[config.mk]
export PLATFORM = sky130hd
export DESIGN_NAME = calc_entry_ctrl
export DESIGN_NICKNAME = d
export VERILOG_FILES = /design/src/rtl/calc_pkg.sv /design/src/rtl/key_debounce.sv /design/src/rtl/calc_entry_ctrl.sv
export SDC_FILE = /design/constraint.sdc
export NUM_CORES = 1
export LEC_CHECK = 0
export CORE_UTILIZATION = 51
export DETAILED_ROUTE_END_ITERATION = 10
export GPL_TIMING_DRIVEN = 1
export PLACE_DENSITY = 0.8
export SETUP_SLACK_MARGIN = 0.02
export SLEW_MARGIN = 25
export SYNTH_ARGS = -nofsm -noshare
export SYNTH_HDL_FRONTEND = slang
export SYNTH_SLANG_ARGS = --single-unit
[constraint.sdc]
create_clock -name CLK -period 2.57 [get_ports CLK]
set_input_delay 0.514 -clock CLK [delete_from_list [all_inputs] [get_ports CLK]]
set_output_delay 0.514 -clock CLK [all_outputs]
set_load 0.01 [all_outputs]
[src/rtl/calc_pkg.sv]
// ============================================================================
// Module : calc_pkg
// Brief  : Shared key codes, entry-FSM state encoding and key classification.
// Rev    : 1.0  initial release
// ============================================================================
`default_nettype none

package calc_pkg;

  localparam logic [3:0] KEY_ADD    = 4'hA;
  localparam logic [3:0] KEY_SUB    = 4'hB;
  localparam logic [3:0] KEY_CLEAR  = 4'hC;
  localparam logic [3:0] KEY_EQUALS = 4'hD;

  localparam logic [2:0] ST_ENTER_A  = 3'd0;
  localparam logic [2:0] ST_OP_PEND  = 3'd1;
  localparam logic [2:0] ST_ENTER_B  = 3'd2;
  localparam logic [2:0] ST_REQ      = 3'd3;
  localparam logic [2:0] ST_WAIT_RES = 3'd4;
  localparam logic [2:0] ST_SHOW_RES = 3'd5;
  localparam logic [2:0] ST_ERR      = 3'd6;

  localparam logic [2:0] DIGITS_MAX = 3'd4;

  typedef enum logic [2:0] {
    KC_DIGIT,
    KC_OPER,
    KC_CLEAR,
    KC_EQUALS,
    KC_RSVD
  } key_class_t;

  function automatic key_class_t classify(input logic [3:0] code);
    key_class_t kc;
    if (code <= 4'd9)                             kc = KC_DIGIT;
    else if (code == KEY_ADD || code == KEY_SUB)  kc = KC_OPER;
    else if (code == KEY_CLEAR)                   kc = KC_CLEAR;
    else if (code == KEY_EQUALS)                  kc = KC_EQUALS;
    else                                          kc = KC_RSVD;
    return kc;
  endfunction

endpackage

`default_nettype wire

[src/rtl/key_debounce.sv]
// ============================================================================
// Module : key_debounce
// Brief  : Press/release debouncer producing a single-cycle accepted-key strobe.
// Rev    : 1.0  initial release
// ============================================================================
`default_nettype none

module key_debounce #(
  parameter int DEBOUNCE_CYCLES = 4
) (
  input  logic       CLK,
  input  logic       RESET,
  input  logic [3:0] BCDKey,
  input  logic       KeyRead,
  output logic       key_strobe,
  output logic [3:0] key_code
);

  localparam logic [7:0] C_TARGET = 8'(DEBOUNCE_CYCLES);

  logic [7:0] r_cnt;
  logic [3:0] r_code;
  logic       r_rel_pend;
  logic       r_strobe;

  logic [7:0] w_cnt_inc;
  logic [7:0] w_run_cnt;

  assign w_cnt_inc = r_cnt + 8'd1;
  // A code change (or the first high cycle) restarts the stability run at one.
  assign w_run_cnt = ((r_cnt != 8'd0) && (BCDKey == r_code)) ? w_cnt_inc : 8'd1;

  always_ff @(posedge CLK or posedge RESET) begin
    if (RESET) begin
      r_cnt      <= 8'd0;
      r_code     <= 4'd0;
      r_rel_pend <= 1'b0;
      r_strobe   <= 1'b0;
    end else begin
      r_strobe <= 1'b0;
      if (r_rel_pend) begin
        if (KeyRead) begin
          r_cnt <= 8'd0;
        end else if (w_cnt_inc == C_TARGET) begin
          r_cnt      <= 8'd0;
          r_rel_pend <= 1'b0;
        end else begin
          r_cnt <= w_cnt_inc;
        end
      end else if (KeyRead) begin
        r_code <= BCDKey;
        if (w_run_cnt == C_TARGET) begin
          r_strobe   <= 1'b1;
          r_rel_pend <= 1'b1;
          r_cnt      <= 8'd0;
        end else begin
          r_cnt <= w_run_cnt;
        end
      end else begin
        r_cnt <= 8'd0;
      end
    end
  end

  assign key_strobe = r_strobe;
  assign key_code   = r_code;

endmodule

`default_nettype wire

[src/rtl/calc_entry_ctrl.sv]
// ============================================================================
// Module : calc_entry_ctrl
// Brief  : Calculator key-entry FSM: operand capture, ALU handshake, display.
// Rev    : 1.0  initial release
// ============================================================================
`default_nettype none

module calc_entry_ctrl
  import calc_pkg::*;
#(
  parameter int DEBOUNCE_CYCLES = 4
) (
  input  logic        CLK,
  input  logic        RESET,
  input  logic [3:0]  BCDKey,
  input  logic        KeyRead,
  output logic        op_valid,
  input  logic        op_ready,
  output logic        op_code,
  output logic [15:0] operand_a,
  output logic [15:0] operand_b,
  input  logic        res_valid,
  input  logic [15:0] res_bcd,
  input  logic        res_err,
  output logic [15:0] disp_bcd,
  output logic        err,
  output logic        busy
);

  logic       w_key_strobe;
  logic [3:0] w_key_code;

  key_debounce #(
    .DEBOUNCE_CYCLES (DEBOUNCE_CYCLES)
  ) u_key_debounce (
    .CLK        (CLK),
    .RESET      (RESET),
    .BCDKey     (BCDKey),
    .KeyRead    (KeyRead),
    .key_strobe (w_key_strobe),
    .key_code   (w_key_code)
  );

  logic [2:0]  r_state;
  logic [15:0] r_a;
  logic [15:0] r_b;
  logic [2:0]  r_a_cnt;
  logic [2:0]  r_b_cnt;
  logic        r_op_code;
  logic        r_clr_latch;
  logic        r_defer_vld;
  logic [3:0]  r_defer_code;

  logic [2:0]  w_state_nxt;
  logic [15:0] w_a_nxt;
  logic [15:0] w_b_nxt;
  logic [2:0]  w_a_cnt_nxt;
  logic [2:0]  w_b_cnt_nxt;
  logic        w_op_code_nxt;
  logic        w_clr_latch_nxt;
  logic        w_defer_vld_nxt;
  logic [3:0]  w_defer_code_nxt;
  logic        w_do_clear;

  logic        w_kv;
  logic [3:0]  w_kc;
  key_class_t  w_kclass;

  // A key held over from a result cycle takes priority over the live strobe.
  assign w_kv     = w_key_strobe | r_defer_vld;
  assign w_kc     = r_defer_vld ? r_defer_code : w_key_code;
  assign w_kclass = classify(w_kc);

  always_comb begin
    w_state_nxt      = r_state;
    w_a_nxt          = r_a;
    w_b_nxt          = r_b;
    w_a_cnt_nxt      = r_a_cnt;
    w_b_cnt_nxt      = r_b_cnt;
    w_op_code_nxt    = r_op_code;
    w_clr_latch_nxt  = r_clr_latch;
    w_defer_vld_nxt  = 1'b0;
    w_defer_code_nxt = r_defer_code;
    w_do_clear       = 1'b0;

    case (r_state)
      ST_ENTER_A: begin
        if (w_kv) begin
          case (w_kclass)
            KC_DIGIT: begin
              if (r_a_cnt < DIGITS_MAX) begin
                w_a_nxt     = {r_a[11:0], w_kc};
                w_a_cnt_nxt = r_a_cnt + 3'd1;
              end
            end
            KC_OPER: begin
              w_op_code_nxt = (w_kc == KEY_SUB);
              w_state_nxt   = ST_OP_PEND;
            end
            KC_CLEAR: w_do_clear = 1'b1;
            default: ;
          endcase
        end
      end

      ST_OP_PEND: begin
        if (w_kv) begin
          case (w_kclass)
            KC_DIGIT: begin
              w_b_nxt     = {12'h000, w_kc};
              w_b_cnt_nxt = 3'd1;
              w_state_nxt = ST_ENTER_B;
            end
            KC_OPER:  w_op_code_nxt = (w_kc == KEY_SUB);
            KC_CLEAR: w_do_clear = 1'b1;
            default: ;
          endcase
        end
      end

      ST_ENTER_B: begin
        if (w_kv) begin
          case (w_kclass)
            KC_DIGIT: begin
              if (r_b_cnt < DIGITS_MAX) begin
                w_b_nxt     = {r_b[11:0], w_kc};
                w_b_cnt_nxt = r_b_cnt + 3'd1;
              end
            end
            KC_EQUALS: w_state_nxt = ST_REQ;
            KC_CLEAR:  w_do_clear = 1'b1;
            default: ;
          endcase
        end
      end

      ST_REQ: begin
        if (w_kv && (w_kclass == KC_CLEAR)) w_clr_latch_nxt = 1'b1;
        if (op_ready) w_state_nxt = ST_WAIT_RES;
      end

      ST_WAIT_RES: begin
        if (res_valid) begin
          // A key landing with the result is replayed in the following state.
          if (w_kv) begin
            w_defer_vld_nxt  = 1'b1;
            w_defer_code_nxt = w_kc;
          end
          if (r_clr_latch) begin
            w_do_clear = 1'b1;
          end else if (res_err) begin
            w_state_nxt = ST_ERR;
          end else begin
            w_a_nxt     = res_bcd;
            w_a_cnt_nxt = DIGITS_MAX;
            w_state_nxt = ST_SHOW_RES;
          end
        end else if (w_kv && (w_kclass == KC_CLEAR)) begin
          w_clr_latch_nxt = 1'b1;
        end
      end

      ST_SHOW_RES: begin
        if (w_kv) begin
          case (w_kclass)
            KC_DIGIT: begin
              w_a_nxt     = {12'h000, w_kc};
              w_a_cnt_nxt = 3'd1;
              w_b_nxt     = 16'h0000;
              w_b_cnt_nxt = 3'd0;
              w_state_nxt = ST_ENTER_A;
            end
            KC_OPER: begin
              w_op_code_nxt = (w_kc == KEY_SUB);
              w_state_nxt   = ST_OP_PEND;
            end
            KC_CLEAR: w_do_clear = 1'b1;
            default: ;
          endcase
        end
      end

      ST_ERR: begin
        if (w_kv && (w_kclass == KC_CLEAR)) w_do_clear = 1'b1;
      end

      default: w_state_nxt = ST_ENTER_A;
    endcase

    if (w_do_clear) begin
      w_state_nxt     = ST_ENTER_A;
      w_a_nxt         = 16'h0000;
      w_b_nxt         = 16'h0000;
      w_a_cnt_nxt     = 3'd0;
      w_b_cnt_nxt     = 3'd0;
      w_op_code_nxt   = 1'b0;
      w_clr_latch_nxt = 1'b0;
    end
  end

  always_ff @(posedge CLK or posedge RESET) begin
    if (RESET) begin
      r_state      <= ST_ENTER_A;
      r_a          <= 16'h0000;
      r_b          <= 16'h0000;
      r_a_cnt      <= 3'd0;
      r_b_cnt      <= 3'd0;
      r_op_code    <= 1'b0;
      r_clr_latch  <= 1'b0;
      r_defer_vld  <= 1'b0;
      r_defer_code <= 4'd0;
    end else begin
      r_state      <= w_state_nxt;
      r_a          <= w_a_nxt;
      r_b          <= w_b_nxt;
      r_a_cnt      <= w_a_cnt_nxt;
      r_b_cnt      <= w_b_cnt_nxt;
      r_op_code    <= w_op_code_nxt;
      r_clr_latch  <= w_clr_latch_nxt;
      r_defer_vld  <= w_defer_vld_nxt;
      r_defer_code <= w_defer_code_nxt;
    end
  end

  // Decoded straight from state so an asynchronous reset drops the request at once.
  assign op_valid  = (r_state == ST_REQ);
  assign busy      = (r_state == ST_REQ) || (r_state == ST_WAIT_RES);
  assign err       = (r_state == ST_ERR);
  assign op_code   = r_op_code;
  assign operand_a = r_a;
  assign operand_b = r_b;

  always_comb begin
    disp_bcd = r_a;
    case (r_state)
      ST_ENTER_B, ST_REQ, ST_WAIT_RES: disp_bcd = r_b;
      ST_ERR:                          disp_bcd = 16'h0000;
      default:                         disp_bcd = r_a;
    endcase
  end

endmodule

`default_nettype wire

==> impl_metrics.csv, run 1 <==
group,metric,value,unit
sta,clock_skew,0.00614,ns
grt,grt_pass1_wl,16600,um
cts,cts_sinks,62,
floorplanning,start_util,53.3,%
grt,antenna_found_initial,0,
worst_setup_path,crit_fanout,7,
finish,n_fill_cell,515,
placed_design,place_congestion,0.950,
worst_setup_path,worst_setup_path_start_kind,"flip-flop",
synth,synth_flop_cell,"dfrtp_1",
cts,path_clk_slew,0.07,ns
worst_setup_path,cp.arrival,1.98,ns
detailed_routing,dr.pass1.iters,5,
cts,clk_path_buf_depth,2,
synth,netlist.area_leader.share,42.6,%
power,p_leak,2.28,nW
sta,relSlewSlack,62.6,%
detailed_routing,drcViolationCount,0,
floorplanning,io_pins,78,
floorplanning,design.core.area,6830,um^2
detailed_routing,ant_nets,0,
synth,seq_area_frac_synth,42.6,%
finish,layout_commonest_cell,"clkdlybuf4s50_1",
min_path,hold_depth,1,
worst_setup_path,end_kind,"output pin",
worst_setup_path,crit_required,2.06,ns
finish,layout-drive-gt1-share,17.7,%
sta,final.setup.worst_slack,0.0772,ns
synth,synthCells,376,
placed_design,dp_hpwl,7410,um
cts,clk_latency,0.34,ns
synth,synth_seq_cells,62,
sta,fmax,401,MHz
sta,finalSetupViolCount,0,
finish,multi_input_area,1980,um^2
synth,syn_nets,406,
floorplanning,rows,30,
worst_setup_path,cp_slowest_cell,"clkdlybuf4s50_1",
placed_design,dp_slack,0.172,ns
worst_setup_path,worst_r2r_startpoint,"u_key_debounce.r_cnt[2]",
synth,synth_cell_type_count,57,
sta,finalHoldViolCount,0,
worst_setup_path,worst_r2r_path_depth,5,
cts,ctsHtreeMaxLevel,3,
detailed_routing,vias,3505,
grt,grt_usage,29.0,%
detailed_routing,via_per_inst,6.07,
sta,worst_slew_pin_slew,0.560,ns
finish,syn_to_final_growth,35.8,%
cts,cts_made_buffers,9,
min_path,min_path_type,"reg -> reg",
power,ir_drop,0.435,mV
worst_setup_path,crit_start,"r_state[0]",
cts,ctsHoldBuffers,0,
synth,synth_edf_count,0,
synth,async_reset_ff_share,100,%
grt,grt_pass1_vias,3266,
cts,cts_tree,"built",
worst_setup_path,worstSetupPathType,"reg -> out",
synth,synth.area.top_cells,"dfrtp_1 43%, a22o_1 5.3%, nor2_1 4.2%",
grt,grt_max_degree,42,
worst_setup_path,reg2reg_setup_slack,0.26,ns
synth,yosysTopAreaCell,"dfrtp_1",
run_status,status,"finished clean",
finish,ff_latch_area,1560,um^2
finish,design_area,4950,um^2
grt,gr-total-overflow,0,
floorplanning,die_w,86.5,um
finish,nets,507,
placed_design,place.port_buffers,77,
floorplanning,die_area,7480,um^2
synth,avgSynthCellArea,9.69,um^2
synth,synth_area,3640,um^2
sta,finalCritPeriodShare,97.0,%
detailed_routing,wl,10500,um
job,cap_viol_max_count,0,
worst_setup_path,crit_path_cell_trace,"inv_2 -> nand2_4 -> a21boi_1 -> buf_4 -> a22o_1 -> clkdlybuf4s50_1",
floorplanning,die_h,86.5,um
min_path,holdPathEnd,"r_b_cnt[0]",
worst_setup_path,r2r-end,"u_key_debounce.r_rel_pend",
finish,final_cells,577,
sta,post-route-min-period,2.49,ns
min_path,min-delay-start,"r_b_cnt[0]",
placed_design,dp_cells,554,
power,p_per_area,517,nW/um^2
placed_design,placed_cell_area,4680,um^2
detailed_routing,drt_iter0_drc,377,
synth,ys_warn_count,0,
finish,final_cell_mix,"67 x clkdlybuf4s50_1, 59 x dfrtp_1, 39 x nor2_1",
worst_setup_path,slowest_delay,0.48,ns
sta,slew_viol_final,0,
finish,diodes,0,
detailed_routing,wire_per_inst,18.3,um
cts,cts_root_buffer,"clkbuf_8",
==> Yosys cell counts (all sizes together), types with 3 or more instances <==
| master | number |
|---|---|
| or3 | 3 |
| nand3b | 3 |
| a21o | 6 |
| dfrtp | 62 |
| o21ai | 10 |
| inv | 9 |
| o31ai | 5 |
| nand3 | 5 |
| nand2 | 35 |
| ha | 4 |
| o22ai | 4 |
| mux2i | 13 |
| clkbuf | 14 |
| nand2b | 5 |
| a211oi | 6 |
| a21oi | 23 |
| xnor2 | 5 |
| mux2 | 19 |
| nor2b | 5 |
| a311oi | 3 |
| a221oi | 10 |
| a22o | 22 |
| and3 | 4 |
| nor3 | 4 |
| buf | 8 |
| a22oi | 13 |
| xor2 | 7 |
| nor2 | 41 |
==> registers in the layout, indices dropped and copies added (netlist names), 3 cells and up <==
name                     flops
u_key_debounce.key_code      4
r_defer_code                 4
operand_b                   16
operand_a                   16
r_state                      3
u_key_debounce.r_cnt         8
r_a_cnt                      3
r_b_cnt                      3
==> logic make-up after synthesis <==
| kind of cell | Yosys count | share of synthesized area [%] |
|---|---|---|
| fa+ha+maj | 4 | 1.37 |
| xor+xnor | 12 | 2.89 |
| simple gates | 118 | 15.5 |
| mux | 32 | 10.4 |
| compound gates | 117 | 23.4 |
| buf+inv | 31 | 3.88 |
| flops | 62 | 42.6 |
==> through the flow <==
stage / hold slack (ns) / utilization (%) / TNS [ns] / total power (W)
3_5_place_dp: 0.505 / 68.5 / 0 / 0.00183
2_1_floorplan: 0.465 / - / 0 / 0.00154
5_1_grt: 0.538 / 72.4 / -0.0660 / 0.00270
3_3_place_gp: 0.488 / 68.5 / 0 / 0.00181
6_report: 0.510 / 72.4 / 0 / 0.00256
4_1_cts: 0.516 / 71.3 / 0 / 0.00256
==> worst max-delay path by stage <==
stage,endpoint,slack (ns),cells after the start
after global placement,u_key_debounce.r_rel_pend,0.23,5
after detailed placement,u_key_debounce.r_rel_pend,0.17,5
final,disp_bcd[9],0.08,6
after floorplan,disp_bcd[14],0.26,5
after CTS,disp_bcd[4],0.001,7
after global routing,disp_bcd[9],-0.02,6
==> final cells by class <==
cell class / count / share of cell area (%)
multi-input combinational: 283 / 40.1
sequential: 62 / 31.4
timing repair buffer: 112 / 21.9
clock buffer: 11 / 2.86
tap: 96 / 2.43
inverter: 9 / 0.759
clock inverter: 4 / 0.481
==> what timing repair did <==
| action | 4_1_cts | 5_1_grt |
|---|---|---|
| setup buffers | 4 | 3 |
| resized for setup | 13 | 14 |
| gates cloned | 0 | 1 |
| setup endpoints to repair | 17 | 15 |
==> power by group <==
group | internal [W] | switching (W)
Combinational | 0.000327 | 0.000331
Clock | 0.000368 | 0.000374
Sequential | 0.00105 | 0.000111
Total | 0.00174 | 0.000816
==> layer usage <==
layer | track usage (%) | part of all wire, % | vias up
met2 | 45.2 | 47 | 169
met3 | 4.95 | 7.4 | 28
met4 | 11.5 | 2.1 | 0
li1 | - | - | 1601
met1 | 40.6 | 43 | 1707
met5 | 0 | 0 | -
==> critical path, delay by kind of cell (launching register included) <==
kind            cells  cell delay (ns)
buf+inv             3             0.74
simple gates        1             0.08
compound gates      2             0.37
flops               1             0.46
Note: power is estimated with default switching activity, not from simulation.
==> run 2: changes to the inputs <==
--- a/config.mk
+++ b/config.mk
@@ -14,3 +14,4 @@
 export SYNTH_ARGS = -nofsm -noshare
 export SYNTH_HDL_FRONTEND = slang
 export SYNTH_SLANG_ARGS = --single-unit
+export TNS_END_PERCENT = 100
==> results of run 2 <==
Same layout as run 1: the final DEF is identical, and so are final timing and power.
==> variant: new RTL, settings of run 2 <==
`r_b` no longer has a reset.
--- a/src/rtl/calc_entry_ctrl.sv
+++ b/src/rtl/calc_entry_ctrl.sv
@@ -204,3 +204,2 @@
       r_a          <= 16'h0000;
-      r_b          <= 16'h0000;
       r_a_cnt      <= 3'd0;
@@ -214,3 +213,2 @@
       r_a          <= w_a_nxt;
-      r_b          <= w_b_nxt;
       r_a_cnt      <= w_a_cnt_nxt;
@@ -224,2 +222,6 @@
 
+  always_ff @(posedge CLK) begin
+    r_b <= w_b_nxt;
+  end
+
   // Decoded straight from state so an asynchronous reset drops the request at once.
Behaviour: same outputs for any inputs over 10 cycles, from zero or initial values and one cycle with RESET high; that may be too few to reach the edited logic, so the function may still have changed.
==> variant against run 2 <==
Die area increased by 2.1%; routed wire length rose by 4.8%; count of clock-buffer cells in the layout unchanged; non-clock buffer count down 8; final area decreased by 0.10%; critical path depth shrank 2; setup slack worse by 0.015 ns; area after synthesis is 2.2% higher; sequential cell count stayed put; critical path type unchanged.
Power is not compared: it rests on default switching activity, and its combinational part moved more than twofold at a synthesized area within 25%.
==> variant: results (changes against run 2) <==
Global routing
  • Number of global-route vias before repair: 3,309 (was 3,266)
  • Initial antenna violation count: 0 (unchanged)
  • First-pass GRT wire length: 16,700 um (was 16,600 um)
  • GRT Total Usage: 29.3% (was 29.0%)
  • Largest net degree at the start of global routing: 47 (was 42)

Drt
  • Via count: 3,623 (was 3,505)
  • First drt pass iteration count: 5 (unchanged)
  • DRT Wirelength: 11,000 um (was 10,500 um)
  • DRT iter0 DRCs: 414 (was 377)

Logic synthesis
  • Sequential area share after synthesis: 39.5% (was 42.6%)
  • Avg Synthesized Cell Area: 9.08 um2 (was 9.69 um2)
  • Post-synth ARST share: 74.2% (was 100%)
  • Largest cells by area after synthesis: dfrtp_1 (31%), dfxtp_1 (8.6%), a21oi_1 (5.6%), a22oi_1 (4.8%), mux2_4 (4.4%) (was dfrtp_1 (43%), a22o_1 (5.3%), nor2_1 (4.2%), mux2_4 (3.7%), nand2_1 (3.6%))
  • Top_reg_cell synth: dfrtp_1 (unchanged)
  • Synth unique cells: 59 (was 57)
  • Syn nets: 440 (was 406)
  • Synth top cells by count: dfrtp_1 (46), nor2_1 (44), a21oi_1 (42), nand2_1 (34), a22oi_1 (24) (was dfrtp_1 (62), nor2_1 (41), nand2_1 (35), a21oi_1 (23), a22o_1 (22))

Power and ir drop
  • Peak supply drop: 0.000653 V
  • Clock network fraction of total power: 13.1%
  • Seq group: 0.00191 W
  • Leak: 2.11 nW
  • Reg power frac: 27.9%
  • Int Pwr: 0.00398 W

Setup path
  • CP delay by family, top: simple AND/OR/NAND/NOR gates (was buffers and inverters)
  • CP max FO: 6 (was 7)
  • Slowest stage delay, CP: 0.53 ns (was 0.48 ns)
  • WP data arrival: 1.99 ns
  • Slowest cell on crit path: clkdlybuf4s50_1 (unchanged)

Run status
  • Status: complete, no violations (unchanged)

Hold path
  • Min-delay worst type: register to register (unchanged)

Clock network
  • Total CTS buffers: 9 (unchanged)
  • # resized after CTS: 5 (was 13)
  • Root Buffer: clkbuf_8 (unchanged)
  • Clock Latency Late Sink: 0.34 ns (about the same)
  • Worst-path clk slew: 0.08 ns
  • # Post-CTS Setup Buffers: 3 (was 4)
  • H-tree depth: 3 (unchanged)
  • Longest Clk Path Bufs: 2 (unchanged)

Cells and area
  • Antenna diode count: 0 (unchanged)
  • Layout cells sized above 1: 17.2% (was 17.7%)
  • Area Growth Syn to Fin: 32.8% (was 35.8%)
  • Non-Filler Instances: 597 (was 577)
  • Fin nets: 526 (was 507)

Placement
  • Placed Cells: 573 (was 554)
  • Final HPWL DP: 7690 um (was 7410 um)
  • Placement Setup Slack: 0.239 ns (was 0.172 ns)
  • Port bufs: 77 (unchanged)
  • RePlAce Congestion: 0.895 (was 0.950)

STA
  • Rel. slew slack: 59.9% (was 62.6%)
  • Max Clock Skew: 0.0112 ns (was 0.00614 ns)

Run
  • Max cap viols: 0 (unchanged)
-- variant: kinds of logic after synthesis --
family / synth area share (%)
xor+xnor: 3.06
compound gates: 21.2
fa+ha+maj: 1.35
mux: 9.75
simple gates: 19.5
flops: 39.5
buf+inv: 5.62
-- variant: path summary, 6_finish.rpt --
| check | slack (ns) | depth (start not counted) | start | to |
|---|---|---|---|---|
| worst max register to register | 0.26 | 6 | r_defer_vld | operand_a[4] |
| max in group asynchronous | 1.51 | 3 | RESET | r_state[1] |
| worst max-delay path | 0.06 | 4 | r_state[0] | disp_bcd[15] |
| worst min register to register | 0.49 | 2 | operand_b[13] | operand_b[13] |
| min in group asynchronous | 0.62 | 3 | RESET | operand_a[11] |
| worst min-delay path | 0.49 | 2 | operand_b[13] | operand_b[13] |
-- variant: metrics by stage --
| step | util, % | TNS (ns) | area [um2] |
|---|---|---|---|
| floorplan | - | 0 | 3720 |
| global placement | 66.5 | 0 | 4600 |
| detailed placement | 66.5 | 0 | 4600 |
| CTS | 70.0 | 0 | 4840 |
| global route | 71.5 | -0.00675 | 4940 |
| finish | 71.5 | 0 | 4940 |
-- variant: layout make-up --
class	count	area (um2)
clock buffer	11	174
clock inverter	5	36.3
multi-input combinational	309	2080
timing repair buffer	104	1010
inverter	10	41.3
sequential	62	1470
fill	532	1970
tap	96	120
-- variant: worst reg2reg max path, cell delays in order (launching register included) --
cell      delay [ns]
dfrtp_1         0.63
nand2b_1        0.25
o221ai_1        0.23
a221oi_2        0.33
o21a_1          0.22
buf_12          0.19
mux2_2          0.35
-- variant: metal layers --
metal  track usage, %  vias to the layer above  routed length [um]
met3             5.02                       29                 716
li1                 -                     1672                   -
met5                0                        -                   0
met1             40.5                     1745                4800
met2             44.8                      177                5240
met4             13.0                        0                 284
